### src/rtl/adpll_pkg.sv
// Shared types and constants for the ADPLL frequency-lock sequencer.
// Imported by the controller and its window timer.
package adpll_pkg;

  localparam int CNT_W          = 32;
  localparam int DEF_WIN_CYC    = 102;
  localparam int DEF_SETTLE_CYC = 16;

  typedef enum logic [2:0] {
    IDLE,
    SETTLE,
    MRST,
    MEASURE,
    SAR_EVAL,
    TRK_EVAL
  } fsm_state_t;

endpackage

### src/rtl/freq_lock_ctrl_win_timer.sv
// Loadable down-counter that pulses done on its last counted cycle.
// Shared by the settle wait and the measurement window.
module win_timer #(
  parameter int W = 16
) (
  input  logic         F_clk,
  input  logic         combReset,
  input  logic         ld_i,
  input  logic [W-1:0] val_i,
  output logic         done_o
);

  logic [W-1:0] cnt_q, cnt_d;

  // next count: load wins, otherwise count down to zero and stop
  always_comb begin
    cnt_d = cnt_q;
    if (ld_i) begin
      cnt_d = val_i;
    end else if (cnt_q != '0) begin
      cnt_d = cnt_q - 1'b1;
    end
  end

  // counter register
  always_ff @(posedge F_clk or posedge combReset) begin
    if (combReset) begin
      cnt_q <= '0;
    end else begin
      cnt_q <= cnt_d;
    end
  end

  assign done_o = (cnt_q == W'(1));

endmodule

### src/rtl/freq_lock_ctrl.sv
// DCO code sequencer: windowed measurement, SAR acquisition,
// then +/-1 tracking with lock detection.
module freq_lock_ctrl
  import adpll_pkg::*;
#(
  parameter int          CODE_W     = 8,
  parameter int          WIN_CYC    = DEF_WIN_CYC,
  parameter int          SETTLE_CYC = DEF_SETTLE_CYC,
  parameter logic [15:0] TOL        = 16'd8,
  parameter int          LOCK_CNT   = 4
) (
  input  logic              F_clk,
  input  logic              combReset,
  input  logic              start,
  input  logic [CNT_W-1:0]  target,
  input  logic [CNT_W-1:0]  c_freq,
  output logic              meas_en,
  output logic              meas_reset,
  output logic [CODE_W-1:0] dco_code,
  output logic              sar_done,
  output logic              locked,
  output logic              sat,
  output logic [CNT_W-1:0]  meas_val
);

  localparam int IDX_W = (CODE_W > 1) ? $clog2(CODE_W) : 1;
  localparam int INB_W = $clog2(LOCK_CNT + 1);
  localparam int TMR_W = 16;
  localparam logic [IDX_W-1:0] TOP = IDX_W'(CODE_W - 1);

  fsm_state_t        state_q, state_d;
  logic [CODE_W-1:0] code_q, code_d;
  logic [IDX_W-1:0]  bit_q, bit_d;
  logic [INB_W-1:0]  inb_q, inb_d;
  logic [CNT_W-1:0]  tgt_q, tgt_d;
  logic [CNT_W-1:0]  mval_q, mval_d;
  logic              done_q, done_d;
  logic              lock_q, lock_d;
  logic              sat_q, sat_d;
  logic              men_q, men_d;
  logic              mrst_q, mrst_d;

  logic              tmr_ld;
  logic [TMR_W-1:0]  tmr_val;
  logic              tmr_done;

  logic [CNT_W:0]    lo_w, hi_w;
  logic [CNT_W-1:0]  lo, hi;

  assign lo_w = {1'b0, tgt_q} - (CNT_W + 1)'(TOL);
  assign hi_w = {1'b0, tgt_q} + (CNT_W + 1)'(TOL);
  assign lo   = lo_w[CNT_W] ? '0 : lo_w[CNT_W-1:0];
  assign hi   = hi_w[CNT_W] ? '1 : hi_w[CNT_W-1:0];

  win_timer #(.W(TMR_W)) u_tmr (
    .F_clk    (F_clk),
    .combReset(combReset),
    .ld_i     (tmr_ld),
    .val_i    (tmr_val),
    .done_o   (tmr_done)
  );

  // next state, code search/tracking and lock bookkeeping
  always_comb begin
    state_d = state_q;
    code_d  = code_q;
    bit_d   = bit_q;
    inb_d   = inb_q;
    tgt_d   = tgt_q;
    mval_d  = mval_q;
    done_d  = done_q;
    lock_d  = lock_q;
    sat_d   = sat_q;
    tmr_ld  = 1'b0;
    tmr_val = '0;
    unique case (state_q)
      IDLE: begin
        if (start) begin
          tgt_d   = target;
          code_d  = '0;
          code_d[CODE_W-1] = 1'b1;
          tmr_ld  = 1'b1;
          tmr_val = TMR_W'(SETTLE_CYC);
          state_d = SETTLE;
        end
      end
      SETTLE: begin
        if (tmr_done) state_d = MRST;
      end
      MRST: begin
        tmr_ld  = 1'b1;
        tmr_val = TMR_W'(WIN_CYC);
        state_d = MEASURE;
      end
      MEASURE: begin
        if (tmr_done) begin
          mval_d  = c_freq;
          state_d = done_q ? TRK_EVAL : SAR_EVAL;
        end
      end
      SAR_EVAL: begin
        if (mval_q > tgt_q) code_d[bit_q] = 1'b0;
        if (bit_q == '0) begin
          done_d  = 1'b1;
          state_d = TRK_EVAL;
        end else begin
          bit_d   = bit_q - 1'b1;
          code_d[bit_q - 1'b1] = 1'b1;
          tmr_ld  = 1'b1;
          tmr_val = TMR_W'(SETTLE_CYC);
          state_d = SETTLE;
        end
      end
      TRK_EVAL: begin
        if (mval_q > hi) begin
          if (code_q == '0) sat_d = 1'b1;
          else              code_d = code_q - 1'b1;
          inb_d  = '0;
          lock_d = 1'b0;
        end else if (mval_q < lo) begin
          if (&code_q) sat_d = 1'b1;
          else         code_d = code_q + 1'b1;
          inb_d  = '0;
          lock_d = 1'b0;
        end else begin
          if (inb_q < INB_W'(LOCK_CNT)) inb_d = inb_q + 1'b1;
          lock_d = (inb_d == INB_W'(LOCK_CNT));
        end
        if (code_d != code_q) begin
          tmr_ld  = 1'b1;
          tmr_val = TMR_W'(SETTLE_CYC);
          state_d = SETTLE;
        end else begin
          state_d = MRST;
        end
      end
      default: state_d = IDLE;
    endcase
    // dropping start abandons the current step, keeping code and count
    if (!start && state_q != IDLE) begin
      state_d = IDLE;
      code_d  = code_q;
      mval_d  = mval_q;
      tmr_ld  = 1'b1;
      tmr_val = '0;
    end
    if (state_d == IDLE) begin
      bit_d  = TOP;
      inb_d  = '0;
      done_d = 1'b0;
      lock_d = 1'b0;
      sat_d  = 1'b0;
    end
    men_d  = (state_d == MRST) || (state_d == MEASURE);
    mrst_d = (state_d == MRST);
  end

  // state and output registers
  always_ff @(posedge F_clk or posedge combReset) begin
    if (combReset) begin
      state_q <= IDLE;
      code_q  <= '0;
      bit_q   <= TOP;
      inb_q   <= '0;
      tgt_q   <= '0;
      mval_q  <= '0;
      done_q  <= 1'b0;
      lock_q  <= 1'b0;
      sat_q   <= 1'b0;
      men_q   <= 1'b0;
      mrst_q  <= 1'b0;
    end else begin
      state_q <= state_d;
      code_q  <= code_d;
      bit_q   <= bit_d;
      inb_q   <= inb_d;
      tgt_q   <= tgt_d;
      mval_q  <= mval_d;
      done_q  <= done_d;
      lock_q  <= lock_d;
      sat_q   <= sat_d;
      men_q   <= men_d;
      mrst_q  <= mrst_d;
    end
  end

  assign meas_en    = men_q;
  assign meas_reset = mrst_q;
  assign dco_code   = code_q;
  assign sar_done   = done_q;
  assign locked     = lock_q;
  assign sat        = sat_q;
  assign meas_val   = mval_q;

endmodule

### config.mk
export PLATFORM = sky130hd
export DESIGN_NAME = freq_lock_ctrl
export DESIGN_NICKNAME = d
export VERILOG_FILES = /design/src/rtl/adpll_pkg.sv /design/src/rtl/freq_lock_ctrl_win_timer.sv /design/src/rtl/freq_lock_ctrl.sv
export SDC_FILE = /design/constraint.sdc
export NUM_CORES = 1
export LEC_CHECK = 0
export BUFFER_PORTS_ARGS = -buffer_cell sky130_fd_sc_hd__buf_2
export CAP_MARGIN = 25
export CORE_MARGIN = 2
export CORE_UTILIZATION = 54
export CTS_CLUSTER_DIAMETER = 100
export DETAILED_ROUTE_END_ITERATION = 12
export PLACE_DENSITY_LB_ADDON = 0.2
export SKIP_CTS_REPAIR_TIMING = 1
export SYNTH_ARGS = -nofsm -noshare
export SYNTH_HDL_FRONTEND = slang
export SYNTH_SLANG_ARGS = --single-unit
### constraint.sdc
create_clock -name F_clk -period 4.7 [get_ports F_clk]
set_clock_uncertainty 0.05 [all_clocks]
set_input_delay 0.235 -clock F_clk [delete_from_list [all_inputs] [get_ports F_clk]]
set_output_delay 0.235 -clock F_clk [all_outputs]
set_load 0.02 [all_outputs]
# [Yosys cells after proc, flatten, opt, wreduce, memory -nomap -nowiden]
# Cells that the tools add are included.
[op_classes] add_sub_neg=7 multipliers=0 div_mod_pow=0 magnitude_cmp=8 eq_ne=13 n_shift=0 n_mux=60 n_bitwise=4 reduce_logical=25
[op_table] op="8-bit two-way mux" n=9
[op_table] op="32-bit greater-than comparator" n=2
[op_table] op="32-bit two-way mux" n=2
[op_table] op="16-bit two-way mux" n=3
[op_table] op="3-bit two-way mux" n=16
[op_table] op="32-bit by 4-bit adder with 33-bit output (second input constant)" n=1
[op_table] op="32-bit by 4-bit subtractor with 33-bit output (second input constant)" n=1
[op_table] op="32-bit less-than comparator" n=1
[op_table] op="7-bit one-hot mux with 4 select lines" n=1
[op_table] op="8-bit one-hot mux with 3 select lines" n=1
[op_table] op="1-bit two-way mux" n=20
[op_table] op="3-bit one-hot mux with 6 select lines" n=1
[op_table] op="16-bit by 1-bit == test with 1-bit output (second input constant)" n=1
[op_table] op="16-bit nonzero test" n=1
[op_table] op="16-bit by 1-bit subtractor with 16-bit output (second input constant)" n=1
[op_table] op="5-bit two-way mux" n=3
[op_table] op="3-bit by 2-bit == test with 1-bit output (second input constant)" n=4
[op_table] op="3-bit nonzero test" n=4
[op_table] op="3-bit == test (second input constant)" n=3
[op_table] op="3-bit zero test" n=3
[op_table] op="8-bit by 1-bit adder with 8-bit output (second input constant)" n=1
[op_table] op="8-bit AND" n=1
[op_table] op="8-bit zero test" n=1
[op_table] op="3-bit by 4-bit less-than comparator with 1-bit output (second input constant)" n=2
[op_table] op="24 further kinds" n=34
[word_totals] ff_bits=102 latch_bits=0 ram_bits=0 romBits=0 in_bits=67 out_inout_bits=45 word_cells=129 memories=0

# [Logic depth before layout (Yosys ltp)]
# Gate-level depths: netlist (run 1).
[depth] depth_word=13 depth_mapped=22

# [By module]
# A second synthesis (run 1) with hierarchy kept.
[unflattened] hier_cells=1033 hier_area_um2=8783.4
[modules_own_cells] module="freq_lock_ctrl" instances=1 cells_each=926 area_per_inst_um2=7776.2 seq_area_each_um2=2155.8
[modules_own_cells] module="win_timer" instances=1 cells_each=107 area_per_inst_um2=1007.2 seq_area_each_um2=400.4

# [Worst setup path before layout (run 1)]
# No wires, ideal clock.
[synth_path] kind="flip-flop to flip-flop" startpoint="reg tgt_q[9]" endpoint="reg code_q[3], in the netlist dco_code[3]" setup_ns=0.132 arrival_ns=4.380 t_required_ns=4.518 setup_slack_ns=0.138 stages_incl_launch_ff=22 n_path_buf=3 path_cell_list="dfrtp_1 -> buf_2 -> inv_1 -> nor3_1 -> nand3_1 -> nor2_1 -> nand4_1 -> or3_1 -> nor2_2 -> buf_2 -> nor2_1 -> ha_1 -> a211oi_1 -> o21ai_0 -> o221a_2 -> o31ai_1 -> and2_1 -> buf_2 -> nand2b_1 -> nor2_1 -> a221oi_1 -> o21ai_0"
[synth_via] elab_chain_len=7 word_cells_on_any_way=15
[synth_lines] element="start, declared" line_no="freq_lock_ctrl.sv:35" text="logic [CNT_W-1:0] tgt_q, tgt_d;"
[synth_lines] element="start signal, assigned" line_no="freq_lock_ctrl.sv:177" text="tgt_q <= tgt_d;"
[synth_lines] element="32-bit by 4-bit subtractor with 33-bit output" line_no="freq_lock_ctrl.sv:50" text="assign lo_w = {1'b0, tgt_q} - (CNT_W + 1)'(TOL);"
[synth_lines] element="32-bit two-way mux" line_no="freq_lock_ctrl.sv:52" text="assign lo = lo_w[CNT_W] ? '0 : lo_w[CNT_W-1:0];"
[synth_lines] element="32-bit less-than comparator" line_no="freq_lock_ctrl.sv:120" text="end else if (mval_q < lo) begin"
[synth_lines] element="8-bit two-way mux" line_no="freq_lock_ctrl.sv:120"
[synth_lines] element="8-bit two-way mux" line_no="freq_lock_ctrl.sv:115" text="if (mval_q > hi) begin"
[synth_lines] element="8-bit two-way mux" line_no="freq_lock_ctrl.sv:76" text="unique case (state_q)"
[synth_lines] element="8-bit one-hot mux with 3 select lines (*)" line_no="freq_lock_ctrl.sv:76"
[synth_lines] element="end signal, assigned" line_no="freq_lock_ctrl.sv:174" text="code_q <= code_d;"
[synth_lines] element="end, declared" line_no="freq_lock_ctrl.sv:32" text="logic [CODE_W-1:0] code_q, code_d;"
# Every way passes the cells marked *; elsewhere a longest branch is shown, timed or not. The select of a mux whose other input is x is not followed.
# A chain may end at the register's enable or synchronous reset.

# [Worst setup path after layout (run 1)]
[layout_path] startpoint="reg tgt_q[13]" endpoint="reg u_tmr.cnt_q[5]"
[layout_via] elab_chain_len=11 word_cells_on_any_way=15
[layout_lines] element="32-bit by 4-bit subtractor with 33-bit output" line_no="freq_lock_ctrl.sv:50"
[layout_lines] element="32-bit two-way mux" line_no="freq_lock_ctrl.sv:52"
[layout_lines] element="32-bit less-than comparator" line_no="freq_lock_ctrl.sv:120"
[layout_lines] element="8-bit two-way mux" line_no="freq_lock_ctrl.sv:120"
[layout_lines] element="8-bit two-way mux (*)" line_no="freq_lock_ctrl.sv:115"
[layout_lines] element="8-bit two-way mux (*)" line_no="freq_lock_ctrl.sv:76"
[layout_lines] element="8-bit inequality test (*)" line_no="freq_lock_ctrl.sv:129" text="if (code_d != code_q) begin"
[layout_lines] element="1-bit two-way mux (*)" line_no="freq_lock_ctrl.sv:129"
[layout_lines] element="1-bit one-hot mux with 4 select lines (*)" line_no="freq_lock_ctrl.sv:76"
[layout_lines] element="1-bit two-way mux (*)" line_no="freq_lock_ctrl.sv:140" text="if (!start && state_q != IDLE) begin"
[layout_lines] element="16-bit two-way mux or 2-bit nonzero test (tied branches)"
[layout_lines] element="end signal, assigned" line_no="freq_lock_ctrl_win_timer.sv:30" text="cnt_q <= cnt_d;"
[layout_lines] element="end, declared" line_no="freq_lock_ctrl_win_timer.sv:13" text="logic [W-1:0] cnt_q, cnt_d;"
# Marked as above.

==> results of run 1 <==
## layout make-up
| cell class | count | area (sq um) |
|---|---|---|
| fill | 1350 | 5260 |
| clock inverter | 5 | 43.8 |
| inverter | 51 | 194 |
| timing repair buffer | 165 | 995 |
| multi-input combinational | 810 | 5700 |
| clock buffer | 11 | 243 |
| tap | 211 | 264 |
| sequential | 102 | 2560 |
## state kept, by name, indices dropped and copies added, names as in the netlist
register and cells:
meas_en 1, meas_reset 1, sat 1, dco_code 8
bit_q 3, sar_done 1, inb_q 3, state_q 3
tgt_q 32, u_tmr.cnt_q 16, locked 1, meas_val 32
## Yosys cell counts, types with 4 or more instances
cell type	number
nand2_1	118
ha_1	105
dfrtp_1	99
nor2_1	92
o21ai_0	68
xnor2_1	52
inv_1	49
a21oi_1	48
nor3_1	41
mux2_2	33
nand3_1	33
nand4_1	26
clkbuf_1	24
a31oi_1	14
a21o_1	11
nor2b_1	11
nor4_1	11
a211oi_1	10
and3_1	10
xor2_1	9
and2_1	8
nand2b_1	8
or3_1	7
a211o_1	6
and4_1	6
buf_2	6
o211ai_1	6
or2_2	6
o21a_1	5
mux2i_1	4
nand3b_1	4
nor3b_1	4
o31ai_1	4
## through the flow
| stage | utilization (%) | setup slack, ns |
|---|---|---|
| 2_1_floorplan | - | 0.138 |
| 3_3_place_gp | 62.3 | 0.0103 |
| 3_5_place_dp | 62.3 | -0.141 |
| 4_1_cts | 64.2 | -0.179 |
| 5_1_grt | 65.5 | -0.116 |
| 6_report | 65.5 | 0.172 |
## critical path: stages, from the launching register on
cell	delay, ns
dfrtp_1	0.40
or4_4	0.58
nor4_4	0.28
nand3_2	0.16
or2_4	0.32
nor2_4	0.09
nand4_1	0.11
xnor2_1	0.17
nand2_1	0.11
ha_4	0.29
nand4_1	0.10
nor4_1	0.28
buf_4	0.17
nand3_1	0.06
a311o_1	0.32
nand4_2	0.10
nor2_2	0.06
o221a_1	0.28
buf_4	0.15
o32a_1	0.22
a21oi_1	0.14
## placed cells by master (no fill, tap or decap), types with 11 or more instances in the layout
cell type	n
nand2_1	118
buf_2	111
ha_1	104
dfrtp_1	99
nor2_1	88
o21ai_0	67
xnor2_1	52
buf_4	51
inv_1	48
a21oi_1	45
nor3_1	37
mux2_2	33
nand3_1	31
nand4_1	26
a31oi_1	13
a21o_1	11
nor2b_1	11
## power by group through the flow
stage,Combinational (mW),Sequential [mW],Clock (mW)
4_1_cts,2.68,1.44,0.749
3_5_place_dp,2.67,1.46,0
5_1_grt,3.13,1.49,0.783
6_report,2.77,1.46,0.731
3_3_place_gp,2.62,1.45,0
2_1_floorplan,1.93,1.42,0
## logic make-up (layout without fill, tap and decap cells)
kind of cell | after synthesis | count (layout) | synth area share [%]
compound gates | 201 | 201 | 14.8
xor+xnor | 61 | 61 | 6.31
fa+ha+maj | 105 | 105 | 15.5
buf+inv | 86 | 232 | 4.17
flops | 102 | 102 | 30.2
mux | 40 | 40 | 5.26
simple gates | 403 | 403 | 23.7
## metal layers
metal	up-vias	part of all wire [%]
met5	-	0
met4	0	1.6
met3	31	5.7
met2	260	45
met1	3753	48
li1	3887	-
## worst paths after layout
| path | startpoint | slack, ns | endpoint |
|---|---|---|---|
| setup reg to reg | tgt_q[13]$_DFFE_PP0P_ | 0.17 | u_tmr.cnt_q[5]$_DFFE_PP0P_ |
| max in group asynchronous | combReset | 3.57 | bit_q[1]$_DFFE_PP1P_ |
| hold reg to reg | sat$_DFFE_PP0P_ | 0.47 | sat$_DFFE_PP0P_ |
| hold / removal | combReset | 0.02 | meas_val[22]$_DFFE_PP0P_ |
| setup / recovery | tgt_q[13]$_DFFE_PP0P_ | 0.17 | u_tmr.cnt_q[5]$_DFFE_PP0P_ |
| min in group F_clk | target[28] | 0.02 | tgt_q[28]$_DFFE_PP0P_ |
==> summary.txt, run 1 <==
STA
  – Worst slew pin tran: 0.898 ns
  – Post-Route Setup TNS: 0 ns
  – Fin. Hold Viols: 0
  – Final Critical Period: 4.53 ns
  – RSZ-0062 raised after global routing: true
  – Max-slew violation count: 0
  – Slew headroom: 40.1%
  – Min Hold Slack: 0.0182 ns
  – Tcrit/Tclk final: 96.3%
  – F_max: 221 MHz
  – Final setup viols: 0

Yosys
  – Register area share after synthesis: 30.2%
  – Area contributors post-synth: dfrtp_1, ha_1, xnor2_1
  – Yosys warns: 0
  – Largest area contributor in the netlist: dfrtp_1
  – Mapped Cells: 998
  – Distinct cells, synth: 68
  – Syn avg cell area: 8.48 sq um
  – Async SR Flop Fraction: 100%
  – Cell area after synthesis: 8460 sq um
  – Post-synth net total: 1170
  – Predominant post-synthesis flop cell: dfrtp_1
  – Post-synth top area share: 29.3%
  – EDFF count, synth: 0
  – #FFs+latches synth: 102

Clocking
  – CTS Buf Count: 9
  – Clk sink count: 102
  – CTS tree: built
  – CTS Buffer Depth: 2
  – Htree depth: 3
  – Reg clk slew, reported paths: 0.07 ns
  – Clk_lat worst skew: 0.36 ns
  – Root Buffer: clkbuf_16

Global route
  – GRT Residual Overflow: 0
  – GR Util All Layers: 28.1%
  – GR Util met1: 40.9%
  – Initial antenna violation count: 0
  – Grt met3 use: 4.42%
  – Number of global-route vias before repair: 7468
  – Met2 usage in global routing: 43.8%
  – GRT Max-Usage Layer: met2
  – Largest net degree at the start of global routing: 72
  – First-pass GRT wire length: 37200 um

Routing
  – DR pass1 iterations: 6
  – Routed vias: 7931
  – Wire length per cell: 17.0 um
  – ANT nets after route: 0
  – Vias per Instance: 5.85
  – DRC marker count from the first detailed-route iteration: 702
  – Final wirelength: 23000 um
  – DRC viols: 0

Place
  – DP Cell Count: 1334
  – DP HPWL: 17300 um
  – Port Buffers: 111
  – RD Place Congestion: 0.997
  – Placed Area: 9510 sq um

Layout
  – # diodes: 0
  – Final cell count without fillers: 1355
  – Share of layout cells above drive strength 1: 22.9%
  – NumNets Final: 1311
  – Area growth, synth to finish: 18.1%
  – Design Area, Final: 10000 sq um

Job
  – Max Cap Viol: 0

Critical path
  – Worst R2R Path Depth: 20
  – Critical path class: reg2reg
  – Critical Path Sink Type: register
  – Crit start category: register
  – Critical path arrival: 4.76 ns
  – Max FO, Critical Path: 5
  – Required time worst endpoint: 4.93 ns

Power and ir drop
  – Seq pwr share: 29.3%
  – PD cells: 496 nW/um^2
  – Sw Pwr: 2.26 mW
  – Combinational cell fraction of total power: 55.9%
  – Net Sw Frac: 45.6%
  – P_leak: 4.86 nW
  – Internal power: 2.70 mW
  – Clk pwr share: 14.7%
  – Total power draw: 4.96 mW
  – VDD IR max: 260 uV

Floorplan
  – Starting density of the core: 55.4%
  – Row count: 45
  – IO Count: 112
  – Die ar.: 16700 sq um
  – Core Area: 15300 sq um
  – Chip width: 129 um
  – Die height: 129 um

Status
  – Outcome: completed

Worst hold path
  – Hold WC Path Type: in2async
Power figures use the tool's default switching activity.
==> run 2: changes to the inputs <==
--- a/config.mk
+++ b/config.mk
@@ -5,6 +5,7 @@
 export SDC_FILE = /design/constraint.sdc
 export NUM_CORES = 1
 export LEC_CHECK = 0
+export ABC_AREA = 1
 export BUFFER_PORTS_ARGS = -buffer_cell sky130_fd_sc_hd__buf_2
 export CAP_MARGIN = 25
 export CORE_MARGIN = 2
==> run 2 against run 1 <==
- the run now ends with setup timing left
- global-route usage decreased by 0.82 points
- register-to-register slack got worse by 0.21 ns
- fmax decreased by 4.4%
- cell count increased by 14%
- synthesized cell count increased by 18%
- routed wire length increased by 3.9%
- setup slack got worse by 0.21 ns
- critical path type unchanged
- largest cell class unchanged
- largest power group unchanged
==> summary.txt, run 2 <==
Status
  – Outcome: finished with violations
  – Failing checks: setup timing

Routing
  – Vias per Instance: 5.57 (-4.9%)
  – Wire length per cell: 15.4 um (-9.1%)
  – Routed vias: 8618 (+8.7%)
  – Final wirelength: 23900 um (+3.9%)
  – DRC marker count from the first detailed-route iteration: 695 (-1.0%)
  – DRC viols: 0 (unchanged)
  – ANT nets after route: 0 (unchanged)
  – DR pass1 iterations: 5 (-1)

Yosys
  – EDFF count, synth: 0 (unchanged)
  – Area contributors post-synth: dfrtp_1, ha_1, nand2_1
  – Mapped Cells: 1182 (+18%)
  – Post-synth top area share: 28.6% (-0.66 points)
  – #FFs+latches synth: 102 (unchanged)
  – Async SR Flop Fraction: 100% (unchanged)
  – Cell area after synthesis: 8660 sq um (+2.3%)
  – Yosys warns: 0 (unchanged)
  – Most frequent cells after synthesis: nand2_1, nor2_1, inv_1
  – Count leader, synth: nand2_1
  – Post-synth net total: 1354 (+16%)
  – Predominant post-synthesis flop cell: dfrtp_1
  – Syn avg cell area: 7.32 sq um (-14%)
  – Register area share after synthesis: 29.5% (-0.68 points)
  – Distinct cells, synth: 45 (-34%)
  – Largest area contributor in the netlist: dfrtp_1

Layout
  – Post-layout utilization of the core: 66.9% (+1.4 points)
  – NumNets Final: 1499 (+14%)
  – Area growth, synth to finish: 21.9%
  – Most frequent cells in the layout: nand2_1, nor2_1, buf_2, inv_1, ha_1
  – # diodes: 0 (unchanged)
  – Design Area, Final: 10600 sq um (+5.6%)
  – Commonest non-fill, non-tap cell in the layout: nand2_1
  – Share of layout cells above drive strength 1: 25.3% (+2.4 points)

Critical path
  – Worst R2R Path Depth: 32 (+60%)
  – Critical Path Sink Type: register
  – Critical path class: reg2reg
  – Critical path's largest stage delay: 0.41 ns (-0.17 ns)
  – Critical path arrival: 4.95 ns (+0.19 ns)
  – CP max stage cell: dfrtp_2
  – Required time worst endpoint: 4.91 ns (-0.02 ns)
  – Max FO, Critical Path: 8 (+3)
  – CP delay by family, top: simple AND/OR/NAND/NOR gates
  – Buffers and inverters on the worst path: 5 (+3)
  – Crit start category: register
  – Critical path depth in cells: 32 (+60%)

STA
  – Fin. Hold Viols: 0 (unchanged)
  – Max-slew violation count: 0 (unchanged)
  – F_max: 211 MHz (-4.4%)
  – Slew headroom: 47.6% (+7.5 points)
  – Worst Setup Slack, final: -0.0359 ns (-0.208 ns)
  – Worst slew pin tran: 0.778 ns (-0.120 ns)
  – Final setup viols: 9 (+9)
  – Tcrit/Tclk final: 101% (+4.4 points)
  – Final Critical Period: 4.74 ns (+0.208 ns)
  – RSZ-0062 raised after global routing: true

Global route
  – First-pass GRT wire length: 37200 um (unchanged)
  – GR Util All Layers: 27.3% (-0.82 points)
  – Initial antenna violation count: 0 (unchanged)
  – GRT Residual Overflow: 0 (unchanged)
  – Number of global-route vias before repair: 7779 (+4.2%)
  – Largest net degree at the start of global routing: 65 (-9.7%)

Clocking
  – CTS tree: built
  – CTS Buf Count: 9 (unchanged)
  – Clk sink count: 102 (unchanged)
  – Root Buffer: clkbuf_16
  – CTS Buffer Depth: 2 (unchanged)
  – Reg clk slew, reported paths: 0.08 ns (about the same)
  – Htree depth: 3 (unchanged)
  – Clk_lat worst skew: 0.37 ns (about the same)

Floorplan
  – IO Count: 112 (unchanged)
  – Chip width: 131 um (+1.1%)
  – Die ar.: 17100 sq um (+2.2%)
  – Row count: 46 (+2.2%)
  – Starting density of the core: 54.9% (-0.56 points)
  – Core Area: 15800 sq um (+3.4%)
  – Die height: 131 um (+1.1%)

Place
  – DP HPWL: 17600 um (+1.6%)
  – Placement Setup Slack: -0.143 ns (-0.00216 ns)
  – Port Buffers: 111 (unchanged)
  – Placed Area: 9620 sq um (+1.2%)
  – RD Place Congestion: 0.973 (-2.4%)

Power and ir drop
  – VDD IR max: 346 uV (+33%)
  – P_leak: 5.44 nW (+12%)
  – PD cells: 556 nW/um^2 (+12%)

Worst hold path
  – Hold WC Path Type: in2reg
  – Hold-critical path depth: 3

Job
  – Max Cap Viol: 0 (unchanged)
## run 2: cell types whose count changed after synthesis, sizes merged, moves of 12 or more
cell   previous run  this run
inv              49       134
a31oi            14         2
nand3            33        82
xnor2            52         5
nand2           118       250
a21oi            48        86
nor2             94       141
## run 2: worst paths after layout
kind	start	end	slack, ns
setup / recovery	tgt_q[4]$_DFFE_PP0P_	sar_done$_DFFE_PP0P_	-0.04
hold / removal	target[27]	tgt_q[27]$_DFFE_PP0P_	0.02
setup reg to reg	tgt_q[4]$_DFFE_PP0P_	sar_done$_DFFE_PP0P_	-0.04
hold reg to reg	sat$_DFFE_PP0P_	sat$_DFFE_PP0P_	0.48
max in group asynchronous	combReset	tgt_q[4]$_DFFE_PP0P_	2.96
min in group asynchronous	combReset	meas_val[29]$_DFFE_PP0P_	0.43
## run 2: kinds of logic (layout without fill, tap and decap cells)
family                     count (synthesis)  count (layout)  synth area share [%]
buffers and inverters                    169             319                  7.56
DFF                                      102             102                  29.5
muxes                                     32              32                  4.16
xor gates and xnor gates                  25              25                  2.53
adders and majority gates                105             105                  15.2
AOI/OAI and AO/OA                        195             195                  12.7
and+or+nand+nor                          554             554                  28.3
## run 2: power breakdown
part	switching [mW]	internal (mW)
Clock	0.404	0.383
Combinational	2.09	1.37
Sequential	0.478	1.15
Total	2.97	2.90
## run 2: metrics by stage
stage	hold WS [ns]	power, mW	TNS (ns)	instances
2_1_floorplan	0.306	3.75	0	1182
3_3_place_gp	0.289	4.55	0	1511
3_5_place_dp	0.292	4.61	-1.13	1511
4_1_cts	-0.102	5.41	-1.96	1527
5_1_grt	0.0278	6.41	-13.29	1548
6_report	0.0221	5.87	-0.207	1548
## run 2: tightest hold or removal path, stage by stage
cell and delay (ns):
buf_2 0.07, nand2_1 0.04, o21ai_0 0.06
## run 2: cell type report
cell class	count	area, sq um
Fill cell	1392	5220
Tap cell	216	270
Inverter	134	518
Timing Repair Buffer	169	1040
Clock buffer	9	225
Multi-Input combinational cell	911	5860
Sequential cell	102	2560
Clock inverter	7	78.8
## run 2: metal layers
| metal | wire length (um) | part of all wire [%] | track usage, % |
|---|---|---|---|
| met5 | 0 | 0 | 0 |
| met3 | 1380 | 5.8 | 4.11 |
| met4 | 496 | 2.1 | 7.57 |
| met1 | 10600 | 44 | 37.2 |
| met2 | 11400 | 48 | 45.5 |
